`src/rtl/tx_medida_ascii.sv`:
```
// Serial 7E2 transmitter for a 3-digit BCD measurement followed by a terminator character.
// Optional macro TX_MEDIDA_CRLF_EN appends CR and LF after the terminator.
module tx_medida_ascii #(
  parameter int unsigned CLKS_PER_BIT = 434,
  parameter logic [6:0]  TERMINADOR   = 7'h23
) (
  input  logic        clock,
  input  logic        reset,
  input  logic        inicio,
  input  logic [11:0] dados,
  output logic        saida_serial,
  output logic        pronto,
  output logic        ocupado,
  output logic [3:0]  db_estado
);

  localparam int unsigned TickW = (CLKS_PER_BIT > 1) ? $clog2(CLKS_PER_BIT) : 1;
  localparam logic [TickW-1:0] TickLast = TickW'(CLKS_PER_BIT - 1);
  // PROXIMO occupies the final cycle of the last stop bit, so TRANSMITE leaves one tick early.
  localparam logic [TickW-1:0] TickStop = TickW'(CLKS_PER_BIT - 2);
  localparam logic [3:0]       BitLast  = 4'd10;
`ifdef TX_MEDIDA_CRLF_EN
  localparam logic [2:0] LastChar = 3'd5;
`else
  localparam logic [2:0] LastChar = 3'd3;
`endif

  typedef enum logic [3:0] {
    StInicial   = 4'h0,
    StPrepara   = 4'h1,
    StTransmite = 4'h2,
    StProximo   = 4'h3,
    StFinal     = 4'hF
  } state_e;

  state_e           state_q, state_d;
  logic [11:0]      dados_q;
  logic [2:0]       char_q, char_d;
  logic [3:0]       bit_q, bit_d;
  logic [TickW-1:0] tick_q, tick_d;
  logic [10:0]      shift_q, shift_d;
  logic [6:0]       char_code;
  logic [10:0]      frame;

  always_ff @(posedge clock or negedge reset) begin
    if (!reset) begin
      state_q <= StInicial;
      dados_q <= '0;
      char_q  <= '0;
      bit_q   <= '0;
      tick_q  <= '0;
      shift_q <= '1;
    end else begin
      state_q <= state_d;
      char_q  <= char_d;
      bit_q   <= bit_d;
      tick_q  <= tick_d;
      shift_q <= shift_d;
      if (state_q == StInicial && inicio) begin
        dados_q <= dados;
      end
    end
  end

  // Character selection and 7E2 framing: {stop, stop, parity, data[6:0], start}.
  always_comb begin
    char_code = TERMINADOR;
    case (char_q)
      3'd0:    char_code = {3'b011, dados_q[11:8]};
      3'd1:    char_code = {3'b011, dados_q[7:4]};
      3'd2:    char_code = {3'b011, dados_q[3:0]};
`ifdef TX_MEDIDA_CRLF_EN
      3'd4:    char_code = 7'h0D;
      3'd5:    char_code = 7'h0A;
`endif
      default: char_code = TERMINADOR;
    endcase
    frame = {2'b11, ^char_code, char_code, 1'b0};
  end

  always_comb begin
    state_d = state_q;
    case (state_q)
      StInicial:   if (inicio) state_d = StPrepara;
      StPrepara:   state_d = StTransmite;
      StTransmite: if (bit_q == BitLast && tick_q == TickStop) state_d = StProximo;
      StProximo:   state_d = (char_q == LastChar) ? StFinal : StPrepara;
      StFinal:     state_d = StInicial;
      default:     state_d = StInicial;
    endcase
  end

  // PREPARA is the first cycle of the start bit, so timing resumes at tick 1 in TRANSMITE.
  always_comb begin
    char_d  = char_q;
    bit_d   = bit_q;
    tick_d  = tick_q;
    shift_d = shift_q;
    case (state_q)
      StInicial: begin
        char_d = '0;
        bit_d  = '0;
        tick_d = '0;
      end
      StPrepara: begin
        shift_d = frame;
        bit_d   = '0;
        tick_d  = TickW'(1);
      end
      StTransmite: begin
        if (tick_q == TickLast) begin
          tick_d  = '0;
          bit_d   = bit_q + 4'd1;
          shift_d = {1'b1, shift_q[10:1]};
        end else begin
          tick_d = tick_q + 1'b1;
        end
      end
      StProximo: begin
        char_d = char_q + 3'd1;
        tick_d = '0;
      end
      StFinal: begin
        char_d = '0;
        bit_d  = '0;
        tick_d = '0;
      end
      default: begin
        char_d  = '0;
        bit_d   = '0;
        tick_d  = '0;
        shift_d = '1;
      end
    endcase
  end

  always_comb begin
    saida_serial = 1'b1;
    pronto       = 1'b0;
    ocupado      = 1'b1;
    db_estado    = state_q;
    case (state_q)
      StInicial:   ocupado = 1'b0;
      StPrepara:   saida_serial = 1'b0;
      StTransmite: saida_serial = shift_q[0];
      StProximo:   saida_serial = 1'b1;
      StFinal:     pronto = 1'b1;
      default:     ocupado = 1'b0;
    endcase
  end

endmodule

```
`config.mk`:
```
export PLATFORM = sky130hd
export DESIGN_NAME = tx_medida_ascii
export DESIGN_NICKNAME = d
export VERILOG_FILES = /design/src/rtl/tx_medida_ascii.sv
export SDC_FILE = /design/constraint.sdc
export NUM_CORES = 1
export LEC_CHECK = 0
export ABC_AREA = 1
export CAP_MARGIN = 0
export CORE_UTILIZATION = 40
export CTS_CLUSTER_DIAMETER = 200
export DETAILED_ROUTE_END_ITERATION = 16
export GPL_TIMING_DRIVEN = 0
export HOLD_SLACK_MARGIN = 0.03
export SETUP_SLACK_MARGIN = 0.3
export SLEW_MARGIN = 0
export SYNTH_ARGS = -nofsm -noshare
export SYNTH_HDL_FRONTEND = slang
export SYNTH_SLANG_ARGS = --single-unit
```
`constraint.sdc`:
```
create_clock -name clock -period 2 [get_ports clock]
set_input_delay 0.5 -clock clock [delete_from_list [all_inputs] [get_ports clock]]
set_output_delay 0.5 -clock clock [all_outputs]
set_load 0.05 [all_outputs]
```
==> summary.md <==
| Metric | Value |
|---|---|
| Status | `finished clean` |
| First-pass GRT wire length | `7360 µm` |
| Sequential fraction of the synthesis area | `47.0%` |
| Post-DRT Antenna Nets | `0` |
| DR vias/cell | `4.71` |
| Number of synthesized flops with an enable pin | `0` |
| Initial core utilization | `41.9%` |
| Layout cells sized above 1 | `27.2%` |
| Max VDD drop | `685 µV` |
| Number of max-cap violations | `0` |
| Synth top area cells | `dfrtp_1 (36%), nand2_1 (12%), dfstp_2 (11%)` |
| Unrepaired setup endpoints after global routing | `yes` |
| Clock root cell | `clkbuf_8` |
| Sequential share of power | `31.9%` |
| Critical R2R Capture | `shift_q[8]` |
| WP data arrival | `1.37 ns` |
| # clock sinks | `40` |
| Asr flop ratio synth | `100%` |
| Final Setup Violations | `0` |
| Fin. Hold Viols | `0` |
| I/O Buffers | `21` |
| Drt initial violations | `79` |
| Most frequent cells in the layout | `nand2_1 (60), inv_1 (28), dfrtp_1 (26), nor2_1 (25), nand3_1 (22)` |
| Avg Cell Area, Syn | `8.35 µm²` |
| Startpoint Class | `register` |
| CTS tree | `yes` |
| DP Area | `2500 µm²` |
| Critical path class | `register to output pin` |
| Post-synth cell types | `29` |
| Wire per inst | `approximately 11 µm` |
| Total vias in the final route | `roughly 1700` |
| I/O pin cnt | `22` |
| Critical Path RT | `approximately 1.5 ns` |
| Reg2reg setup slack | `between 0.4 and 0.5 ns` |
| Die height | `approximately 75 µm` |
| Post-synth top area cell | `dfrtp_1` |
| Clk buf depth | `2` |
| Post-synth top area share | `36.0%` |
| Final net count | `322` |
| PwrDens | `1590 nW/µm²` |
| Final min period | `1.87 ns` |
| GPL Wtd Cong | `0.789` |
| Slew Limit Headroom | `a little under 80%` |
| P_leak | `0.00131 µW` |
| CP startpoint | `db_estado[2]` |
| Worst-path maximum fanout | `4` |
| DR pass1 iterations | `4` |
| Grt total ovfl | `0` |
| Yosys warns | `0` |
| Yosys reg bits | `40` |
| CTS H-Tree Depth | `2` |
| Max Clock Freq | `~530 MHz` |
| Die area | `5680 µm²` |
| Row cnt | `26` |
| Fin crit share | `93.7%` |
| Clock Pin Slew Worst Setup and Hold Paths | `0.08 ns` |
| Die Span X | `75.4 µm` |
| Vias in the first global route | `1689` |
| RR Startpoint | `char_q[0]` |
| Core region area | `5140 µm²` |
| NetSw | `~1900 µW` |
| Max-slew violations | `0` |
| P&R area growth vs syn | `26.3%` |
| Leading cell type in the layout, fill and taps excluded | `nand2_1` |
| Residual DRC count | `0` |
| Antenna violations before repair | `0` |
| Synthesized instance count | `258` |
| Hold-fix buffers, CTS | `0` |
| Fillers | `508` |
| Largest net degree at the start of global routing | `29` |
| Clock latency at the later pin of the worst-skew pair | `0.29 ns` |
| Ys flop type | `dfrtp_1` |
| GRT Total Usage | `between 15 and 20%` |
| Power Total | `4330 µW` |
| Cell area after layout | `around 2700 µm²` |
| Routed wire length | `4230 µm` |
| Fin Clk Skew | `0.00323 ns` |
| CTS Buf Count | `5` |
| Post-Syn Nets | `283` |
| Sw frac | `44.0%` |
| Critical Path Sink Type | `output pin` |
| Measured slew at the worst slew-check pin | `0.341 ns` |
| R2R depth | `11` |
| Worst min path class | `primary input to asynchronous set/reset pin` |
| Int Pwr | `~2400 µW` |
| Comb power frac | `55.3%` |
| Clk pwr share | `12.8%` |
| Post-DP HPWL | `around 3100 µm` |
| N_diodes | `0` |
| Cell Area, Synth | `between 2000 and 2500 µm²` |
==> cells by family after synthesis <==
kind of cell / count (synthesis) / share of synthesized area [%]
XOR/XNOR: 3 / 1.22
AO/OA/AOI/OAI: 28 / 7.26
multiplexers: 8 / 4.18
AND/OR/NAND/NOR: 131 / 26.9
buffers and inverters: 38 / 7.61
flip-flops: 40 / 47.0
adder cells (fa/ha/maj): 10 / 5.81
==> state kept, by name, indices dropped and copies added (netlist names) <==
name       count
bit_q          4
char_q         3
dados_q       12
db_estado      3
shift_q        9
tick_q         9
==> final cells by class <==
class,count,area [µm²],share of cell area (%)
clock buffers,6,82.6,3.04
plain buffers,4,41.3,1.52
flip-flops and latches,40,1020,37.4
well taps,70,87.6,3.22
multi-input cells,180,1040,38.2
repair buffers,32,308,11.3
clock inverters,2,10.0,0.368
inverters,34,133,4.88
==> layer usage <==
metal  vias to the layer above  track usage (%)  part of all wire [%]
met3                         4             3.57                   2.3
met4                         0             4.94                  0.80
met1                       810             20.8                    47
met2                        20             31.5                    50
li1                        899                -                     -
met5                         -                0                     0
==> cells in the mapped netlist, types with 2 or more instances <==
cell type	count
nor3_1	4
o21ai_1	3
nand2_1	66
o21ai_0	8
buf_4	3
dfstp_2	9
nand2_2	4
nor2_1	28
nand3_1	22
ha_1	10
xor2_1	3
dfrtp_1	31
o21ai_2	2
inv_1	30
inv_2	3
a21oi_1	11
mux2_2	8
nand2_4	2
==> repair_timing <==
item / 4_1_cts / 5_1_grt
pin swaps: 4 / 2
resized for setup: 55 / 5
setup buffers: 8 / 2
endpoints found under the setup margin: 7 / 5
==> through the flow <==
stage	hold WS (ns)	util (%)	TNS (ns)	setup WS [ns]	std cells
2_1_floorplan	0.204	-	0	0.187	258
5_1_grt	0.117	52.9	0	0.0715	368
6_report	0.101	52.9	0	0.127	368
3_5_place_dp	0.422	48.6	-0.877	-0.506	350
4_1_cts	0.109	52.4	0	0.117	366
3_3_place_gp	0.456	48.3	-22.54	-0.774	349
==> critical path, cell delays in order (launching register included) <==
cell and delay (ns):
dfrtp_2 0.46, nor2_4 0.15, nand2_4 0.09, inv_4 0.07, buf_8 0.09, nand2_4 0.04, nand2_4 0.05, buf_8 0.13
==> worst max path at each step <==
stage	to	slack, ns
after detailed placement	saida_serial	-0.51
after global routing	saida_serial	0.07
after global placement	db_estado[2]	-0.77
after CTS	saida_serial	0.12
after floorplan	saida_serial	0.19
final	saida_serial	0.13
==> power by group through the flow <==
stage | sequential (µW) | combinational (µW) | clock [µW]
final | 1380 | 2400 | 553
after global routing | 1430 | 2730 | 595
after CTS | 1370 | 2390 | 567
after detailed placement | 1380 | 2150 | 0
after global placement | 1370 | 2110 | 0
after floorplan | 1410 | 1590 | 0
(Power assumes the default switching activity.)
